<file path="src/rtl/instr_adder_pkg.sv">
// Shared types and constants for the instrumented-adder sequencer.
package instr_adder_pkg;

    typedef enum logic [1:0] {
        IDLE,
        SETUP,
        MEASURE,
        REPORT
    } state_t;

    localparam int         DEF_WIDTH   = 32;
    localparam int         DEF_COUNT_W = 24;
    localparam logic [7:0] RUNS_MAX    = 8'hFF;

endpackage

</file>
<file path="src/rtl/ring_edge_sync.sv">
// Two-flop synchroniser for one ring tap plus a registered rising-edge pulse.
module ring_edge_sync (
    input  logic clk_i,
    input  logic rst_ni,
    input  logic ring_i,
    output logic rise_o
);

    logic [2:0] sync_q;
    logic       rise_q;

    always_ff @(posedge clk_i or negedge rst_ni) begin
        if (!rst_ni) begin
            sync_q <= '0;
            rise_q <= 1'b0;
        end else begin
            sync_q <= {sync_q[1:0], ring_i};
            rise_q <= sync_q[1] & ~sync_q[2];
        end
    end

    assign rise_o = rise_q;

endmodule

</file>
<file path="src/rtl/instrumented_adder_sequencer.sv">
// Drives operands into one adder channel, checks its sum, then counts
// ring-oscillator edges over a gated window in single-shot or repeat mode.
module instrumented_adder_sequencer
    import instr_adder_pkg::*;
#(
    parameter int WIDTH   = DEF_WIDTH,
    parameter int NUM_CH  = 4,
    parameter int COUNT_W = DEF_COUNT_W,
    parameter int SETTLE  = 4,
    parameter int GATE_W  = COUNT_W
) (
    input  logic                      wb_clk_i,
    input  logic                      wb_rst_n,
    input  logic                      start,
    input  logic                      stop,
    input  logic                      mode,
    input  logic [$clog2(NUM_CH)-1:0] ch_sel,
    input  logic [WIDTH-1:0]          a_in,
    input  logic [WIDTH-1:0]          b_in,
    input  logic [GATE_W-1:0]         gate_cycles,
    input  logic [NUM_CH-1:0]         ring_in,
    input  logic [WIDTH:0]            dut_sum,
    output logic [WIDTH-1:0]          dut_a,
    output logic [WIDTH-1:0]          dut_b,
    output logic [NUM_CH-1:0]         dut_en,
    output logic                      busy,
    output logic                      done,
    output logic [COUNT_W-1:0]        count,
    output logic                      sum_ok,
    output logic                      overflow,
    output logic [7:0]                runs
);

    localparam int CH_W  = $clog2(NUM_CH);
    localparam int SET_W = $clog2(SETTLE + 1);
    localparam int CNT_W = (GATE_W > SET_W) ? GATE_W : SET_W;

    state_t             state_q, state_d;
    logic [CNT_W-1:0]   cnt_q, cnt_d;
    logic [GATE_W-1:0]  gate_q;
    logic [WIDTH-1:0]   a_q, b_q;
    logic [CH_W-1:0]    ch_q;
    logic               mode_q, stop_q;
    logic [NUM_CH-1:0]  en_q, rise;
    logic [COUNT_W-1:0] acc_q, acc_d, count_q;
    logic               acc_ovf_q, acc_ovf_d;
    logic               ovf_q, sum_ok_q, done_q;
    logic [7:0]         runs_q;
    logic               last_cnt, again;

    // Tap selection happens after synchronisation so switching is glitch-free
    for (genvar i = 0; i < NUM_CH; i++) begin : g_sync
        ring_edge_sync u_sync (
            .clk_i  (wb_clk_i),
            .rst_ni (wb_rst_n),
            .ring_i (ring_in[i]),
            .rise_o (rise[i])
        );
    end

    assign last_cnt = (cnt_q == CNT_W'(1));
    assign again    = mode_q & ~stop_q & ~stop;

    always_ff @(posedge wb_clk_i or negedge wb_rst_n) begin
        if (!wb_rst_n) state_q <= IDLE;
        else           state_q <= state_d;
    end

    always_comb begin
        state_d = state_q;
        unique case (state_q)
            IDLE:    if (start)    state_d = SETUP;
            SETUP:   if (last_cnt) state_d = MEASURE;
            MEASURE: if (last_cnt) state_d = REPORT;
            REPORT:  state_d = again ? MEASURE : IDLE;
            default: state_d = IDLE;
        endcase
    end

    always_comb begin
        busy     = (state_q != IDLE);
        done     = done_q;
        count    = count_q;
        sum_ok   = sum_ok_q;
        overflow = ovf_q;
        runs     = runs_q;
        dut_a    = a_q;
        dut_b    = b_q;
        dut_en   = en_q;
    end

    always_comb begin
        cnt_d = cnt_q;
        unique case (state_q)
            IDLE:    if (start) cnt_d = CNT_W'(SETTLE);
            SETUP:   cnt_d = last_cnt ? CNT_W'(gate_q) : cnt_q - CNT_W'(1);
            MEASURE: cnt_d = cnt_q - CNT_W'(1);
            REPORT:  cnt_d = CNT_W'(gate_q);
            default: cnt_d = cnt_q;
        endcase
    end

    // Accumulator only lives in MEASURE; it reads as zero everywhere else
    always_comb begin
        acc_d     = '0;
        acc_ovf_d = 1'b0;
        if (state_q == MEASURE) begin
            acc_d     = acc_q;
            acc_ovf_d = acc_ovf_q;
            if (rise[ch_q]) begin
                if (&acc_q) acc_ovf_d = 1'b1;
                else        acc_d     = acc_q + COUNT_W'(1);
            end
        end
    end

    always_ff @(posedge wb_clk_i or negedge wb_rst_n) begin
        if (!wb_rst_n) begin
            cnt_q     <= '0;
            gate_q    <= '0;
            a_q       <= '0;
            b_q       <= '0;
            ch_q      <= '0;
            mode_q    <= 1'b0;
            stop_q    <= 1'b0;
            en_q      <= '0;
            acc_q     <= '0;
            acc_ovf_q <= 1'b0;
            count_q   <= '0;
            ovf_q     <= 1'b0;
            sum_ok_q  <= 1'b0;
            done_q    <= 1'b0;
            runs_q    <= '0;
        end else begin
            cnt_q     <= cnt_d;
            acc_q     <= acc_d;
            acc_ovf_q <= acc_ovf_d;
            done_q    <= 1'b0;
            if (state_q != IDLE && stop) stop_q <= 1'b1;
            if (state_q == IDLE && start) begin
                a_q      <= a_in;
                b_q      <= b_in;
                ch_q     <= ch_sel;
                mode_q   <= mode;
                gate_q   <= (gate_cycles == '0) ? GATE_W'(1) : gate_cycles;
                en_q     <= NUM_CH'(1) << ch_sel;
                stop_q   <= 1'b0;
                runs_q   <= '0;
                count_q  <= '0;
                ovf_q    <= 1'b0;
                sum_ok_q <= 1'b0;
            end
            if (state_q == SETUP && last_cnt)
                sum_ok_q <= (dut_sum == ({1'b0, a_q} + {1'b0, b_q}));
            // Results land with done so they are valid during REPORT
            if (state_q == MEASURE && last_cnt) begin
                done_q  <= 1'b1;
                count_q <= acc_d;
                ovf_q   <= acc_ovf_d;
                if (runs_q != RUNS_MAX) runs_q <= runs_q + 8'd1;
            end
            if (state_q == REPORT && !again) en_q <= '0;
        end
    end

endmodule

</file>
<file path="config.mk">
export PLATFORM = sky130hd
export DESIGN_NAME = instrumented_adder_sequencer
export DESIGN_NICKNAME = d
export VERILOG_FILES = /design/src/rtl/instr_adder_pkg.sv /design/src/rtl/ring_edge_sync.sv /design/src/rtl/instrumented_adder_sequencer.sv
export SDC_FILE = /design/constraint.sdc
export NUM_CORES = 1
export LEC_CHECK = 0
export ABC_AREA = 0
export CAP_MARGIN = 20
export CORE_ASPECT_RATIO = 1.5
export CORE_MARGIN = 2
export CORE_UTILIZATION = 51
export DETAILED_ROUTE_END_ITERATION = 16
export PLACE_DENSITY_LB_ADDON = 0.15
export REMOVE_ABC_BUFFERS = 1
export SLEW_MARGIN = 10
export SYNTH_ARGS = -nofsm -noshare
export SYNTH_HDL_FRONTEND = slang
export SYNTH_SLANG_ARGS = --single-unit
</file>
<file path="constraint.sdc">
create_clock -name wb_clk_i -period 3.3 [get_ports wb_clk_i]
set_input_delay 0.66 -clock wb_clk_i [delete_from_list [all_inputs] [get_ports wb_clk_i]]
set_output_delay 0.66 -clock wb_clk_i [all_outputs]
set_load 0.1 [all_outputs]
</file>
# Word level (Yosys, flattened, before mapping)
# Cells that the tools add are included.
[word_totals]
in_bits = 132
out_inout_bits = 104
register_bits = 198
[classes]
n_eq_ne = 9
n_shift = 1
order_cmp = 1
n_reduce_logical = 15
bitwise_logic = 12
add_sub_neg = 4
muxes = 30
[op_table]
columns = ["operator", "count"]
rows = [
  ["2-to-1 mux 24 bit", 8],
  ["one-hot mux 24 bit (4 select lines)", 1],
  ["adder 32 x 32 -> 33 bit", 1],
  ["equality test 33 bit", 1],
  ["adder 24 x 1 -> 24 bit (second input constant)", 1],
  ["equality test 24 x 1 -> 1 bit (second input constant)", 1],
  ["zero test 24 bit", 1],
  ["2-to-1 mux 8 bit", 3],
  ["AND reduction 24 bit", 1],
  ["subtractor 24 x 1 -> 24 bit (second input constant)", 1],
  ["2-to-1 mux 1 bit", 10],
  ["nonzero test 2 bit", 5],
  ["adder 8 x 1 -> 8 bit (second input constant)", 1],
  ["2-to-1 mux 2 bit", 4],
  ["2-to-1 mux 4 bit", 2],
  ["!= test 8 bit (second input constant)", 1],
  ["one-hot mux 2 bit (4 select lines)", 1],
  ["bitwise AND 1 bit", 6],
  ["!= test 2 bit (second input constant)", 3],
  ["NOT 1 bit", 6],
  ["logical AND 1 bit", 5],
  ["equality test 2 bit (second input constant)", 2],
  ["<< shifter 1 x 2 -> 4 bit (first input constant)", 1],
  ["less-than comparator 2 x 3 -> 1 bit (second input constant)", 1],
  ["5 further kinds", 5],
]

# Longest topological paths before layout
[logic_depth]
word_depth = 6
ltp_mapped = 12

# By module
# Synthesis repeated with hierarchy kept, for this count alone.
[unflattened]
hier_cells = 1280
hier_area_um2 = 10779.1
[by_module_without_submodules]
columns = ["module", "area_per_inst_um2", "seq_area_each_um2", "instances", "cells_each"]
rows = [
  ["instrumented_adder_sequencer", 10323.7, 4554.4, 1, 1260],
  ["ring_edge_sync", 113.9, 100.1, 4, 5],
]

# Least setup slack after synthesis
# Ideal clock, no wire load.
[synth_path]
kind = "reg2reg"
start = "register b_q[7] (netlist: dut_b[7])"
end = "register sum_ok_q (netlist: sum_ok)"
arrival_time_ps = 3122
path_stages_with_launch = 12
path_slack_ps = 102
path_buffers = 1
cell_sequence = "dfrtp_1 > ha_1 > clkbuf_1 > a21o_1 > a31o_2 > a21oi_1 > o21ai_0 > mux2i_1 > a311o_1 > a2111oi_2 > nand4_1 > o21ai_1"
[synth_via]
elab_chain_len = 3
[synth_rtl]
columns = ["item", "line_no", "rtl"]
rows = [
  ["from (decl)", "instrumented_adder_sequencer.sv:41", "logic [WIDTH-1:0] a_q, b_q;"],
  ["from (signal assigned)", "instrumented_adder_sequencer.sv:142", "b_q <= b_in;"],
  ["adder 32 x 32 -> 33 bit", "instrumented_adder_sequencer.sv:154", "sum_ok_q <= (dut_sum == ({1'b0, a_q} + {1'b0, b_q}));"],
  ["equality test 33 bit", "instrumented_adder_sequencer.sv:154", ""],
  ["2-to-1 mux 1 bit", "instrumented_adder_sequencer.sv:153", "if (state_q == SETUP && last_cnt)"],
  ["to (signal assigned)", "instrumented_adder_sequencer.sv:154", ""],
  ["to (decl)", "instrumented_adder_sequencer.sv:47", "logic ovf_q, sum_ok_q, done_q;"],
]
# Every way passes these cells.
# A chain may end at the register's enable or synchronous reset.

# Worst setup path after layout
[layout_path]
start = "register a_q[0] (netlist: dut_a[0])"
end = "register sum_ok_q (netlist: sum_ok)"
[layout_via]
elab_chain_len = 3
[layout_rtl]
columns = ["item", "line_no", "rtl"]
rows = [
  ["from (decl)", "instrumented_adder_sequencer.sv:41", ""],
  ["from (signal assigned)", "instrumented_adder_sequencer.sv:141", "a_q <= a_in;"],
  ["adder 32 x 32 -> 33 bit", "instrumented_adder_sequencer.sv:154", ""],
  ["equality test 33 bit", "instrumented_adder_sequencer.sv:154", ""],
  ["2-to-1 mux 1 bit", "instrumented_adder_sequencer.sv:153", ""],
]
# Every way passes these cells.

==> load_flow_metrics.sql <==
INSERT INTO impl_metrics (metric_group, metric, value, unit) VALUES
('clocking', 'cts-buffers-inserted', '17', ''),
('sta', 'drv_slew', '0', ''),
('logic_synthesis', 'synthArstFlopShare', '100', '%'),
('sta', 'maxClockFrequency', '333', 'MHz'),
('global_route', 'grt_pass1_vias', '9935', ''),
('clocking', 'tritoncts', 'built', ''),
('layout', 'final_core_utilization', '66.9', '%'),
('global_route', 'antenna_found_initial', '2', ''),
('sta', 'maxSlewHeadroom', '31.8', '%'),
('global_route', 'overflow', '0', ''),
('layout', 'multi_input_area', '5450', 'um2'),
('detailed_routing', 'drtPass1Iterations', '4', ''),
('floorplan', 'core_area', '20500', 'um2'),
('sta', 'rsz0062_at_grt', 'no', ''),
('sta', 'fin_skew', '0.00915', 'ns'),
('placement', 'place_congestion', '0.927', ''),
('sta', 'fin_ws', '0.298', 'ns'),
('layout', 'final_layout_size_suffix_gt1_share', '11.8', '%'),
('floorplan', 'fp.dieArea', '22100', 'um2'),
('placement', 'dp_worst_setup_slack', '0.292', 'ns'),
('logic_synthesis', 'ys_ff_latch', '198', ''),
('worst_setup_path', 'endpoint_kind', 'register', ''),
('logic_synthesis', 'dominantRegCellSynth', 'sky130_fd_sc_hd__dfrtp_1', ''),
('logic_synthesis', 'synth-warning-count', '0', ''),
('worst_setup_path', 'path_class', 'reg -> reg', ''),
('layout', 'n_fill_cell', '1756', ''),
('clocking', 'depth_of_the_cts_h_tree', '4', ''),
('sta', 'finalSetupViolCount', '0', ''),
('sta', 'timing.final.crit_period', '3.00', 'ns'),
('logic_synthesis', 'post-synth-top-area-cell', 'sky130_fd_sc_hd__dfrtp_1', ''),
('detailed_routing', 'dr_total_vias', '9818', ''),
('floorplan', 'placement_rows', '64', ''),
('worst_setup_path', 'cp.required', '3.62', 'ns'),
('placement', 'total_cell_area_at_the_placement_stage', '13000', 'um2'),
('logic_synthesis', 'netlist.area_leader.share', '46.4', '%'),
('floorplan', 'die_y', '181', 'um'),
('worst_setup_path', 'worst-path-max-fanout', '3', ''),
('floorplan', 'die_width', '122', 'um'),
('clocking', 'cts.reportedPaths.clkPinSlew', '0.08', 'ns'),
('logic_synthesis', 'syn_avg_cell_area', '8.47', 'um2'),
('floorplan', 'initial_utilization', '52.1', '%'),
('placement', 'portBuffers', '235', ''),
('placement', 'dp.final_hpwl', '23.5', 'mm'),
('clocking', 'clock_latency', '0.44', 'ns'),
('worst_setup_path', 'crit_arrival', '3.32', 'ns'),
('global_route', 'grt_start_max_net_pins', '72', ''),
('flow_run', 'timing.max_cap.violations', '0', ''),
('layout', 'finalNetCount', '1644', ''),
('logic_synthesis', 'synth_area_leaders', 'sky130_fd_sc_hd__dfrtp_1 46%, sky130_fd_sc_hd__nand2_1 12%, sky130_fd_sc_hd__o21ai_0 4.3%', ''),
('layout', 'area_growth', '28.4', '%'),
('sta', 'worst_slew_pin_slew', '1.02', 'ns'),
('detailed_routing', 'drcViolationCount', '0', ''),
('sta', 'hold-worst-slack', '0.190', 'ns'),
('clocking', 'root_buffer', 'sky130_fd_sc_hd__clkbuf_16', ''),
('logic_synthesis', 'synth_edf_count', '0', ''),
('layout', 'post-route-cell-area', '13700', 'um2'),
('detailed_routing', 'post_drt_via_cell_ratio', '5.60', ''),
('logic_synthesis', 'syn_area', '10700', 'um2'),
('min_path', 'worst_hold_path_type', 'in -> async', ''),
('global_route', 'globalRouteTotalUtil', '29.0', '%'),
('sta', 'fin_crit_sh', '91.0', '%'),
('clocking', 'cts.repair_timing.setup_buffer_count', '0', ''),
('run_status', 'status', 'completed', ''),
('clocking', 'cts-root-to-sink-buffers', '2', ''),
('worst_setup_path', 'crit_path_start_kind', 'register', ''),
('logic_synthesis', 'yosys.cell_types.count', '73', ''),
('sta', 'final-hold-violation-count', '0', ''),
('detailed_routing', 'detail_route.iter0.violations', '635', ''),
('detailed_routing', 'detailed_route_wl', '31.2', 'mm'),
('layout', 'ff_latch_area', '4950', 'um2'),
('logic_synthesis', 'most_instantiated_library_cell_after_synthesis', 'sky130_fd_sc_hd__nand2_1', ''),
('global_route', 'grt_pass1_wl', '50.7', 'mm'),
('detailed_routing', 'antenna_left', '0', ''),
('logic_synthesis', 'synth_sequential_area_ratio', '46.4', '%'),
('logic_synthesis', 'synth.top_cells.by_count', '355 x sky130_fd_sc_hd__nand2_1, 198 x sky130_fd_sc_hd__dfrtp_1, 99 x sky130_fd_sc_hd__nor2_1', ''),
('detailed_routing', 'post_dr_wirelength_cell', '17.8', 'um'),
('clocking', 'clock_sink_count', '198', ''),
('logic_synthesis', 'synth_cells', '1260', ''),
('floorplan', 'boundaryPins', '236', '');
[placed cells by master, fill, tap and decap left out, types with 3 or more instances in the layout]
| cell | netlist | routed |
|---|---|---|
| sky130_fd_sc_hd__a21oi_1 | 73 | 72 |
| sky130_fd_sc_hd__nor4_1 | 17 | 17 |
| sky130_fd_sc_hd__mux2i_1 | 8 | 8 |
| sky130_fd_sc_hd__o211a_1 | 6 | 6 |
| sky130_fd_sc_hd__xnor2_1 | 31 | 31 |
| sky130_fd_sc_hd__o21ai_1 | 4 | 3 |
| sky130_fd_sc_hd__o22ai_1 | 4 | 4 |
| sky130_fd_sc_hd__buf_12 | 0 | 3 |
| sky130_fd_sc_hd__bufinv_16 | 0 | 4 |
| sky130_fd_sc_hd__nand3_1 | 54 | 54 |
| sky130_fd_sc_hd__o211ai_1 | 9 | 9 |
| sky130_fd_sc_hd__nand2b_1 | 11 | 11 |
| sky130_fd_sc_hd__nand4_1 | 16 | 16 |
| sky130_fd_sc_hd__o21a_1 | 6 | 6 |
| sky130_fd_sc_hd__nor2_1 | 99 | 99 |
| sky130_fd_sc_hd__nor2b_1 | 8 | 7 |
| sky130_fd_sc_hd__buf_4 | 0 | 114 |
| sky130_fd_sc_hd__dfrtp_1 | 198 | 198 |
| sky130_fd_sc_hd__xor2_1 | 31 | 31 |
| sky130_fd_sc_hd__and3_1 | 4 | 4 |
| sky130_fd_sc_hd__o21bai_1 | 3 | 3 |
| sky130_fd_sc_hd__nor3_1 | 25 | 25 |
| sky130_fd_sc_hd__clkbuf_16 | 0 | 17 |
| sky130_fd_sc_hd__or2_2 | 3 | 3 |
| sky130_fd_sc_hd__clkdlybuf4s50_1 | 0 | 130 |
| sky130_fd_sc_hd__and4_1 | 6 | 6 |
| sky130_fd_sc_hd__o21ai_0 | 92 | 92 |
| sky130_fd_sc_hd__a21o_1 | 8 | 8 |
| sky130_fd_sc_hd__o32ai_1 | 4 | 4 |
| sky130_fd_sc_hd__nand2_1 | 355 | 354 |
| sky130_fd_sc_hd__a211oi_1 | 8 | 8 |
| sky130_fd_sc_hd__inv_1 | 22 | 22 |
| sky130_fd_sc_hd__a31oi_1 | 7 | 7 |
| sky130_fd_sc_hd__or3_1 | 11 | 11 |
| sky130_fd_sc_hd__ha_1 | 36 | 36 |
[stage by stage]
stage	cells	TNS, ns
final	1753	0
after global routing	1753	0
after CTS	1751	0
after detailed placement	1720	0
after global placement	1720	0
after floorplan	1208	-36.08
[layer usage]
layer | vias to the layer above | wire, um | GRT usage [%]
met4 | 0 | 766 | 10.6
met5 | - | 0 | 0
met1 | 4731 | 12700 | 35.6
met2 | 262 | 16500 | 51.6
li1 | 4776 | - | -
met3 | 49 | 1270 | 3.50
[state kept, by name (all words and copies together), names as in the netlist, 4 cells and up]
name,cells
dut_a,32
dut_b,32
acc_q,24
cnt_q,24
count,24
gate_q,24
g_sync.u_sync.sync_q,12
runs,8
dut_en,4
g_sync.u_sync.rise_o,4
[worst max-delay path: stages, from the launching register on]
cell and delay (ns):
sky130_fd_sc_hd__dfrtp_1 0.41, sky130_fd_sc_hd__ha_1 0.23, sky130_fd_sc_hd__fa_1 0.41, sky130_fd_sc_hd__a21oi_1 0.21
sky130_fd_sc_hd__o211ai_1 0.20, sky130_fd_sc_hd__a211o_1 0.33, sky130_fd_sc_hd__a21oi_1 0.27, sky130_fd_sc_hd__o21ai_0 0.13
sky130_fd_sc_hd__a21boi_1 0.25, sky130_fd_sc_hd__o2111ai_1 0.13, sky130_fd_sc_hd__o311ai_0 0.15, sky130_fd_sc_hd__o21ai_1 0.13
[area by class of cell]
class,count,area share [%]
Timing Repair Buffer,248,16.3
Tap cell,264,2.41
Inverter,22,0.602
Antenna cell,2,0.0365
Clock buffer,18,3.20
Clock inverter,13,1.58
Multi-Input combinational cell,988,39.8
Sequential cell,198,36.1
[path summary, 6_finish.rpt]
path / slack, ns / from / end / depth (start not counted)
max reg2reg: 0.30 / dut_a[0] / sum_ok / 11
min reg2reg: 0.35 / g_sync[0].u_sync.sync_q[0] / g_sync[0].u_sync.sync_q[1] / 0
max in group asynchronous: 2.25 / wb_rst_n / count[15] / 2
max: 0.30 / dut_a[0] / sum_ok / 11
min in group wb_clk_i: 0.35 / g_sync[0].u_sync.sync_q[0] / g_sync[0].u_sync.sync_q[1] / 0
min: 0.19 / wb_rst_n / dut_a[20] / 1
[cell families (layout without fill, tap and decap cells)]
logic type	Yosys count	after routing	share of synthesized area [%]
xor gates and xnor gates	62	62	5.09
DFF	198	198	46.4
muxes	11	11	1.17
other	0	2	0
and+or+nand+nor	625	625	25.8
adders and majority gates	37	37	4.41
buffers and inverters	74	301	2.79
AOI/OAI and AO/OA	253	253	14.4
[repair_timing]
item | CTS | global route
endpoints found under the setup margin | 0 | 1
gates resized for setup | 0 | 4
hold buffers | 0 | 0
hold endpoints to repair | 0 | 0
Power is not shown: default switching activity piles up to over one toggle a cycle in this logic, so the estimate is an artifact.
